File: src/rtl/axis_reg_array_skid.sv
// Chain of N_STAGES two-entry skid buffers carrying an AXI4-Stream payload; tready is registered per stage.
// Optional AXIS_REG_STALL_CNT_EN adds a saturating 32-bit count of downstream stall cycles.
module axis_reg_array_skid #(
  parameter int N_STAGES  = 2,
  parameter int DATA_BITS = 32
) (
  input  logic                   aclk,
  input  logic                   aresetn,
  input  logic                   s_axis_tvalid,
  output logic                   s_axis_tready,
  input  logic [DATA_BITS-1:0]   s_axis_tdata,
  input  logic [DATA_BITS/8-1:0] s_axis_tkeep,
  input  logic                   s_axis_tlast,
  output logic                   m_axis_tvalid,
  input  logic                   m_axis_tready,
  output logic [DATA_BITS-1:0]   m_axis_tdata,
  output logic [DATA_BITS/8-1:0] m_axis_tkeep,
`ifdef AXIS_REG_STALL_CNT_EN
  output logic [31:0]            stall_cnt,
`endif
  output logic                   m_axis_tlast
);

  localparam int KEEP_BITS = DATA_BITS / 8;
  localparam int PW        = DATA_BITS + KEEP_BITS + 1;

  typedef logic [PW-1:0] pay_t;

  logic [N_STAGES-1:0] mv_q, mv_d, sv_q, sv_d, rdy_q, rdy_d;
  pay_t                md_q [N_STAGES];
  pay_t                md_d [N_STAGES];
  pay_t                sd_q [N_STAGES];
  pay_t                sd_d [N_STAGES];

  // Index k of the chain is the input side of stage k; index N_STAGES is m_axis.
  logic [N_STAGES:0]   chain_valid, chain_ready;
  pay_t                chain_pay [N_STAGES+1];
  logic [N_STAGES-1:0] in_fire, out_fire;

  assign chain_valid = {mv_q, s_axis_tvalid};
  assign chain_ready = {m_axis_tready, rdy_q};
  assign in_fire     = chain_valid[N_STAGES-1:0] & chain_ready[N_STAGES-1:0];
  assign out_fire    = mv_q & chain_ready[N_STAGES:1];

  always_comb begin
    chain_pay[0] = {s_axis_tdata, s_axis_tkeep, s_axis_tlast};
    for (int k = 0; k < N_STAGES; k++) begin
      chain_pay[k+1] = md_q[k];
    end
  end

  always_comb begin
    mv_d = mv_q;
    sv_d = sv_q;
    md_d = md_q;
    sd_d = sd_q;
    for (int k = 0; k < N_STAGES; k++) begin
      if (out_fire[k]) begin
        if (sv_q[k]) begin
          md_d[k] = sd_q[k];
          sv_d[k] = 1'b0;
        end else if (in_fire[k]) begin
          md_d[k] = chain_pay[k];
        end else begin
          mv_d[k] = 1'b0;
        end
      end else if (in_fire[k]) begin
        if (mv_q[k]) begin
          sd_d[k] = chain_pay[k];
          sv_d[k] = 1'b1;
        end else begin
          md_d[k] = chain_pay[k];
          mv_d[k] = 1'b1;
        end
      end
    end
    // Ready is a flop of "skid will be empty", so it stays low through reset.
    rdy_d = ~sv_d;
  end

  always_ff @(posedge aclk or negedge aresetn) begin
    if (!aresetn) begin
      mv_q  <= '0;
      sv_q  <= '0;
      rdy_q <= '0;
      for (int k = 0; k < N_STAGES; k++) begin
        md_q[k] <= '0;
        sd_q[k] <= '0;
      end
    end else begin
      mv_q  <= mv_d;
      sv_q  <= sv_d;
      rdy_q <= rdy_d;
      md_q  <= md_d;
      sd_q  <= sd_d;
    end
  end

  assign s_axis_tready = chain_ready[0];
  assign m_axis_tvalid = chain_valid[N_STAGES];
  assign {m_axis_tdata, m_axis_tkeep, m_axis_tlast} = chain_pay[N_STAGES];

`ifdef AXIS_REG_STALL_CNT_EN
  logic [31:0] stall_cnt_q;

  always_ff @(posedge aclk or negedge aresetn) begin
    if (!aresetn) begin
      stall_cnt_q <= '0;
    end else if (m_axis_tvalid && !m_axis_tready && (stall_cnt_q != '1)) begin
      stall_cnt_q <= stall_cnt_q + 32'd1;
    end
  end

  assign stall_cnt = stall_cnt_q;
`endif

endmodule

File: config.mk
export PLATFORM = sky130hd
export DESIGN_NAME = axis_reg_array_skid
export DESIGN_NICKNAME = d
export VERILOG_FILES = /design/src/rtl/axis_reg_array_skid.sv
export SDC_FILE = /design/constraint.sdc
export NUM_CORES = 1
export LEC_CHECK = 0
export ABC_AREA = 1
export CAP_MARGIN = 5
export CORE_MARGIN = 4
export CORE_UTILIZATION = 40
export DETAILED_ROUTE_END_ITERATION = 6
export GPL_TIMING_DRIVEN = 0
export SLEW_MARGIN = 25
export SYNTH_ARGS = -nofsm -noshare
export SYNTH_HDL_FRONTEND = slang
export SYNTH_SLANG_ARGS = --single-unit
File: constraint.sdc
create_clock -name aclk -period 2.1 [get_ports aclk]
set_input_delay 0.315 -clock aclk [delete_from_list [all_inputs] [get_ports aclk]]
set_output_delay 0.315 -clock aclk [all_outputs]
set_load 0.03 [all_outputs]
==> results of run 1 <==
## repair_timing
item                                    in CTS  in global routing
endpoints found under the hold margin       31                  0
gates resized for setup                      0                  1
hold buffers                                 1                  0
endpoints found under the setup margin       0                  4
## synthesized netlist by cell type (2+ instances only)
| master | instances | area [um^2] |
|---|---|---|
| buf_6 | 7 | 78.8 |
| inv_1 | 80 | 300 |
| dfrtp_1 | 154 | 3850 |
| a31oi_1 | 2 | 12.5 |
| buf_4 | 40 | 300 |
| o21ai_0 | 42 | 210 |
| nand3_2 | 5 | 50.1 |
| nor2_1 | 3 | 11.3 |
| inv_2 | 6 | 22.5 |
| clkbuf_1 | 8 | 30.0 |
| nor2_8 | 2 | 40.0 |
| nand4_1 | 75 | 469 |
| o21ai_1 | 33 | 165 |
| nand2_1 | 450 | 1690 |
| buf_2 | 40 | 200 |
| ha_1 | 2 | 25.0 |
| nand2_2 | 4 | 25.0 |
## cell type report
| type | instances | area [um^2] | share of cell area |
|---|---|---|---|
| buffer | 96 | 616 | 0.0664 |
| clock buffer | 18 | 439 | 0.0473 |
| clock inverter | 14 | 194 | 0.0209 |
| inverter | 86 | 323 | 0.0348 |
| multi-input combinational | 619 | 2700 | 0.291 |
| sequential | 154 | 3850 | 0.415 |
| tap | 229 | 287 | 0.0309 |
| timing repair buffer | 82 | 861 | 0.0928 |
## sequential cells by signal, summed over array words and instances, names as in the netlist
name,cells
sd_q,74
sv_q,2
chain_pay,37
m_axis_tdata,32
m_axis_tkeep,4
rdy_q,2
m_axis_tlast,1
mv_q,2
## per-layer routing
layer	routed length [um]	vias up
li1	-	3190
met1	9170	2586
met2	7300	108
met3	549	13
met4	214	0
met5	0	-
## report_power, final
part	internal, mW	switching [mW]
clock network	2.03	1.24
logic	2.48	3.78
registers	4.28	0.809
total	8.79	5.83
## logic make-up (layout without fill, tap and decap cells)
logic type	after synthesis	after routing	synth area share
buf+inv	182	296	0.125
flops	154	154	0.514
fa+ha+maj	2	2	0.00334
compound gates	77	77	0.0518
simple gates	540	540	0.306
## path summary, 6_finish.rpt
kind                       slack [ns]               end  cells after the start             start
hold / removal                   0.33          sd_q[48]                      2           aresetn
setup / recovery                 0.20  m_axis_tdata[27]                      9           mv_q[1]
min in group aclk                0.47          sd_q[40]                      3   s_axis_tkeep[2]
hold reg to reg                  0.48  m_axis_tdata[11]                      2  m_axis_tdata[11]
max in group asynchronous        0.83  m_axis_tdata[27]                      4           aresetn
setup reg to reg                 0.20  m_axis_tdata[27]                      9           mv_q[1]
==> results.cfg, run 1 <==
[clock_tree]
insertion_delay_ns = 0.43
cts_tree = done
cts.sinks = 154
cts_max_level = 4
numCtsBuffers = 17
postCtsSetupRepairBufs = 0
ctsLongestPathBuffers = 2
root_buffer = clkbuf_16
clk_pin_slew_ns = 0.06

[global_routing]
grt_overflow = 0
grt_usage = 0.174
top_usage_layer = met1
grt_pass1_wl_um = 29000
grt_max_degree = 65
grtUsageMet1 = 0.270
use_met2 = 0.250
gr-usage-met3 = 0.0309
grt_pass1_vias = 5678
antenna_found_initial = 0

[drt]
drc = 0
via_per_inst = 4.54
vias = 5897
firstDrtPassIters = 5
wirelength_um = 17200
drt_iter0_markers = 391
post_drt_wl_per_cell_um = 13.3
antenna_left = 0

[sta]
fmax_mhz = 525
rsz0062_at_grt = false
setup_viol = 0
drv_slew = 0
skew_ns = 0.00993
timing.final.crit_share = 0.907
slew_headroom = 0.660
fin_ws_ns = 0.196
fin_setup_tns_ns = 0
hold_viol = 0
worst_pin_slew_ns = 0.511
whs_ns = 0.335
period_needed_ns = 1.90

[layout]
areaGrowthSynthToFinish_pct = 23.8
final_cell_mix = nand2_1, dfrtp_1, inv_1
nets = 1099
stdcell_area_um2 = 9280
antenna_cells = 0
fin_cells = 1298
n_fill_cell = 1774
fin_util = 0.509
drive_gt1_frac = 0.130
final_common_cell = nand2_1

[worst_setup_path]
crit_arrival_ns = 2.22
slowest_delay_ns = 0.37
critPathMaxFanout = 10
cp-start-kind = flip-flop
critPathSlowestCell = dfrtp_1
cp.required_ns = 2.42
crit_type = reg -> reg
crit_buf_inv = 4
critPathCaptureType = flip-flop
crit_path_cell_trace = buf_2 > clkbuf_4 > nand2_1 > ha_1 > inv_1 > nand3_2 > buf_2 > nand2_1 > nand2_1
cp_common_cell = nand2_1
crit_family = buffers and inverters

[floorplanning]
start_util = 0.411
core_area_um2 = 18200
die_w_um = 145
placementRows = 49
ioPinCount = 80
die_h_um = 145
dieArea_um2 = 21000

[yosys]
synthCells = 955
seq_area_frac_synth = 0.514
synth.distinct_cells = 19
synthFlopType = dfrtp_1
syn_area_per_cell_um2 = 7.85
syn-num-nets = 998
async_flop_share = 1.00
synth_edf_count = 0
ys_warn_count = 0
synth_area_um2 = 7490
synth-seq-cells = 154

[placement]
io_buffers = 79
hpwlAfterDp_um = 12200
pre_cts_ws_ns = -0.184
place_congestion = 0.810
post_dp_cell_area_um2 = 8630
dp_cells = 1265

[power_and_ir_drop]
ir_worst_vdd_mv = 0.688
power_leakage_nw = 4.96
power_density_nw_per_um2 = 1580
finalPower_mw = 14.6

[status]
status = completed

[job]
cap_viol_max_count = 0

[min_path]
min_path_type = in -> async
(Power assumes the default switching activity.)
==> inputs of run 2 (changes only) <==
Settings changed: PLACE_DENSITY set to 0.67.
==> run 2 against run 1 <==
Utilization increased by 0.075 points. Register-to-register slack about the same. Die area unchanged. Final cell count about the same. Critical path depth unchanged. Largest cell class unchanged. Via count increased by 0.97%. Power increased by 1.3%. Clock-buffer cell count increased by 3. Clock power increased by 6.1%.
==> results.cfg, run 2 (synthesized netlist as in run 1, its figures left out) <==
[status]
status = completed

[drt]
firstDrtPassIters = 5
drt_iter0_markers = 453
via_per_inst = 4.59
vias = 5954
wirelength_um = 16900
post_drt_wl_per_cell_um = 13.0
drc = 0
antenna_left = 0

[clock_tree]
clk_pin_slew_ns = 0.06
cts.sinks = 154
cts_max_level = 4
root_buffer = clkbuf_16
ctsResizeCount = 0
insertion_delay_ns = 0.43
numCtsBuffers = 17
ctsLongestPathBuffers = 2
cts_tree = done

[worst_setup_path]
cp-start-kind = flip-flop
crit_type = reg -> reg
crit_path_cell_trace = buf_2 > buf_2 > nand2_1 > ha_1 > inv_1 > nand3_2 > buf_2 > nand2_1 > nand2_1
timing.rr.start = mv_q[1]
r2r_slack_ns = 0.21
crit_arrival_ns = 2.20
slowest_delay_ns = 0.35
cp.required_ns = 2.40
critPathCaptureType = flip-flop
critPathSlowestCell = dfrtp_1
critPathMaxFanout = 10
worstRegToRegCells = 9
r2r-end = m_axis_tdata[30]

[sta]
slew_headroom = 0.658
fin_setup_tns_ns = 0
skew_ns = 0.00774
setup_viol = 0
drv_slew = 0
hold_viol = 0
worst_pin_slew_ns = 0.513
fmax_mhz = 529
period_needed_ns = 1.89
rsz0062_at_grt = false
timing.final.crit_share = 0.900
fin_ws_ns = 0.209

[floorplanning]
ioPinCount = 80
start_util = 0.411
die_h_um = 145
core_area_um2 = 18200
placementRows = 49
die_w_um = 145
dieArea_um2 = 21000

[layout]
areaGrowthSynthToFinish_pct = 24.0
drive_gt1_frac = 0.127
largest_register_ff_count = 74
fin_util = 0.510
final_common_cell = nand2_1
final_cell_mix = nand2_1, dfrtp_1, inv_1
multi_input_area_um2 = 2700
largest-register = sd_q
seqCellArea_um2 = 3850
stdcell_area_um2 = 9290
n_fill_cell = 1732
antenna_cells = 0
fin_cells = 1297
nets = 1098

[min_path]
min_path_type = in -> async

[global_routing]
grt_max_degree = 94
grt_overflow = 0
grt_usage = 0.170
grt_pass1_vias = 5719
grt_pass1_wl_um = 28500
antenna_found_initial = 0

[job]
cap_viol_max_count = 0

[placement]
pre_cts_ws_ns = -0.212
hpwlAfterDp_um = 11900
place_congestion = 0.823
dp_cells = 1264
io_buffers = 79
post_dp_cell_area_um2 = 8600

[power_and_ir_drop]
ir_worst_vdd_mv = 0.728
power_density_nw_per_um2 = 1590
power_leakage_nw = 4.97
## run 2: worst max-delay path: cells and delay by family, from the launching register on
| family | cells | cell delay [ns] |
|---|---|---|
| and+or+nand+nor | 4 | 0.45 |
| DFF | 1 | 0.35 |
| adders and majority gates | 1 | 0.20 |
| buffers and inverters | 4 | 0.77 |
## run 2: power by group
group	switching (mW)	leakage, nW	internal [mW]
clock network	1.18	0.331	2.29
registers	0.808	1.95	4.28
logic	3.78	2.70	2.47
## run 2: routing by layer
layer / global-route usage / wire length, um
met1: 0.254 / 8750
met2: 0.248 / 7220
met3: 0.0306 / 662
met4: 0.0594 / 228
met5: 0 / 0
## run 2: through the flow
| stage | hold WS (ns) | power [mW] |
|---|---|---|
| final | 0.394 | 14.8 |
| after global routing | 0.463 | 16.0 |
| after CTS | 0.419 | 14.9 |
| after detailed placement | 0.284 | 11.4 |
| after global placement | 0.465 | 11.2 |
| after floorplan | 0.0194 | 9.49 |
## run 2: worst max path at each step
stage                             start               end  slack (ns)  cells past startpoint
after floorplan                 mv_q[1]  m_axis_tdata[10]        0.24                     10
after global placement          aresetn  m_axis_tdata[25]       -5.50                      1
after detailed placement  m_axis_tready  m_axis_tdata[30]       -0.21                      9
after CTS                       mv_q[1]  m_axis_tdata[30]        0.19                      9
after global routing            mv_q[1]  m_axis_tdata[22]        0.06                      9
final                           mv_q[1]  m_axis_tdata[30]        0.21                      9
## run 2: area by class of cell
type                            count  share of cell area
Sequential cell                   154               0.415
Multi-Input combinational cell    619               0.291
Timing Repair Buffer               81              0.0897
Buffer                             96              0.0660
Clock buffer                       21              0.0496
Inverter                           86              0.0348
Tap cell                          229              0.0308
Clock inverter                     11              0.0233
## run 2: what timing repair did
action / CTS / global route
setup endpoints to repair: 0 / 0
hold buffers: 1 / 0
endpoints found under the hold margin: 61 / 0
buffers inserted: 0 / 0
==> inputs of run 3 (changes only) <==
Settings changed: CAP_MARGIN 5 to unset, CORE_MARGIN 4 to 2, REMOVE_ABC_BUFFERS set to 1.
==> run 3 against run 2 <==
Worst hold slack improved by 0.045 ns. Largest power group unchanged. Combinational power decreased by 0.6%. Fmax about the same. Cell area decreased by 2.9%. Sequential share of layout area increased by 1.4 points.
==> results.cfg, run 3 (synthesized netlist as in run 1, its figures left out) <==
[status]
status = completed

[clock_tree]
cts_tree = done
root_buffer = clkbuf_16
numCtsBuffers = 17
cts.sinks = 154
clk_pin_slew_ns = 0.06
ctsLongestPathBuffers = 2
cts_max_level = 4
insertion_delay_ns = 0.43

[layout]
largest-register = sd_q
final_common_cell = nand2_1
antenna_cells = 0
final_cell_mix = nand2_1, dfrtp_1, inv_1
largest_register_ff_count = 74
areaGrowthSynthToFinish_pct = 20.4
drive_gt1_frac = 0.0805
nets = 1024

[drt]
post_drt_wl_per_cell_um = 15.2
antenna_left = 0
vias = 6001
firstDrtPassIters = 7
drc = 0
via_per_inst = 4.89
wirelength_um = 18700
drt_iter0_markers = 470

[sta]
worst_pin_slew_ns = 0.554
skew_ns = 0.0106
slew_headroom = 0.631
setup_viol = 0
period_needed_ns = 1.89
fin_ws_ns = 0.208
whs_ns = 0.439
timing.final.crit_share = 0.901
fmax_mhz = 529
hold_viol = 0
rsz0062_at_grt = false
drv_slew = 0

[worst_setup_path]
critPathMaxFanout = 25
worstRegToRegCells = 9
cp-startpoint = mv_q[1]
critPathCaptureType = flip-flop
cp_common_cell = nand2_1
cp-start-kind = flip-flop
crit_buf_inv = 3
cp.required_ns = 2.46
crit_arrival_ns = 2.26
timing.rr.start = mv_q[1]
crit_family = simple AND/OR/NAND/NOR gates
crit_type = reg -> reg
critical_path_depth = 9
crit_path_cell_trace = buf_16 > nand2_1 > ha_1 > inv_2 > nand2_2 > nor2_8 > buf_12 > nand2_1 > nand2_1
critPathSlowestCell = dfrtp_4
slowest_delay_ns = 0.44

[global_routing]
grt_pass1_wl_um = 29600
grt_overflow = 0
grt_usage = 0.190
grt_pass1_vias = 5828
grt_max_degree = 86
antenna_found_initial = 0

[min_path]
min_path_type = in -> async

[power_and_ir_drop]
power_density_nw_per_um2 = 1620
ir_worst_vdd_mv = 0.650
power_leakage_nw = 4.71

[placement]
pre_cts_ws_ns = -0.385
place_congestion = 0.738
hpwlAfterDp_um = 10000
io_buffers = 79

[floorplanning]
die_w_um = 141
ioPinCount = 80
dieArea_um2 = 19800
start_util = 0.405
placementRows = 50
core_area_um2 = 18500
die_h_um = 141

[job]
cap_viol_max_count = 0
==> run 3: cell count changes in the layout (fill, tap and decap cells not counted), moves of 7 or more <==
cell	previous run	this run
buf_2	40	1
buf_4	40	4
buf_12	0	7
clkbuf_1	10	1
nand3_4	0	7
==> run 3: through the flow <==
stage / setup TNS (ns) / total power, mW / area (um^2) / util / std cells
global placement: -1153.97 / 10.5 / 7960 / 0.430 / 1172
detailed placement: -21.19 / 10.8 / 8170 / 0.441 / 1182
CTS: -0.133 / 14.5 / 8960 / 0.484 / 1224
global route: 0 / 15.7 / 9020 / 0.487 / 1228
finish: 0 / 14.6 / 9020 / 0.487 / 1228
floorplan: -69.61 / 8.64 / 6880 / - / 859
==> run 3: area by class of cell <==
type / instances / area (um^2)
clock buffers: 21 / 470
clock inverters: 11 / 144
fillers: 1776 / 9500
inverters: 86 / 323
multi-input cells: 623 / 2800
flip-flops and latches: 154 / 3860
well taps: 234 / 293
repair buffers: 99 / 1120
==> run 3: power breakdown <==
| group | internal [mW] | leakage [nW] | switching, mW |
|---|---|---|---|
| Combinational | 2.27 | 2.47 | 3.93 |
| Clock | 1.96 | 0.303 | 1.23 |
| Sequential | 4.30 | 1.94 | 0.936 |
==> run 3: worst register-to-register path, cell delays in order (launching register included) <==
cell and delay (ns):
dfrtp_4 0.44, buf_16 0.19, nand2_1 0.10, ha_1 0.25, inv_2 0.16, nand2_2 0.19, nor2_8 0.15, buf_12 0.16
nand2_1 0.12, nand2_1 0.08
==> run 3: path summary, 6_finish.rpt <==
| path | slack [ns] | endpoint |
|---|---|---|
| min in group aclk | 0.48 | m_axis_tdata[16] |
| worst max register to register | 0.21 | m_axis_tkeep[1] |
| worst min-delay path | 0.44 | m_axis_tdata[23] |
| max in group asynchronous | 0.86 | m_axis_tdata[0] |
| worst min register to register | 0.48 | m_axis_tdata[16] |
| worst max-delay path | 0.21 | m_axis_tkeep[1] |
==> run 3: per-layer routing <==
| metal | GRT usage | share of wire | up-vias |
|---|---|---|---|
| met5 | 0 | 0 | - |
| met4 | 0.0747 | 0.027 | 0 |
| met3 | 0.0476 | 0.047 | 39 |
| li1 | - | - | 3021 |
| met1 | 0.238 | 0.44 | 2789 |
| met2 | 0.316 | 0.48 | 152 |
==> run 3: what timing repair did <==
| item | 4_1_cts | 5_1_grt |
|---|---|---|
| pin swaps | 4 | 1 |
| buffers inserted | 7 | 2 |
| endpoints found under the setup margin | 80 | 108 |
| hold buffers | 1 | 0 |
| cloned | 2 | 2 |
| resized for setup | 6 | 5 |
| hold endpoints to repair | 69 | 0 |
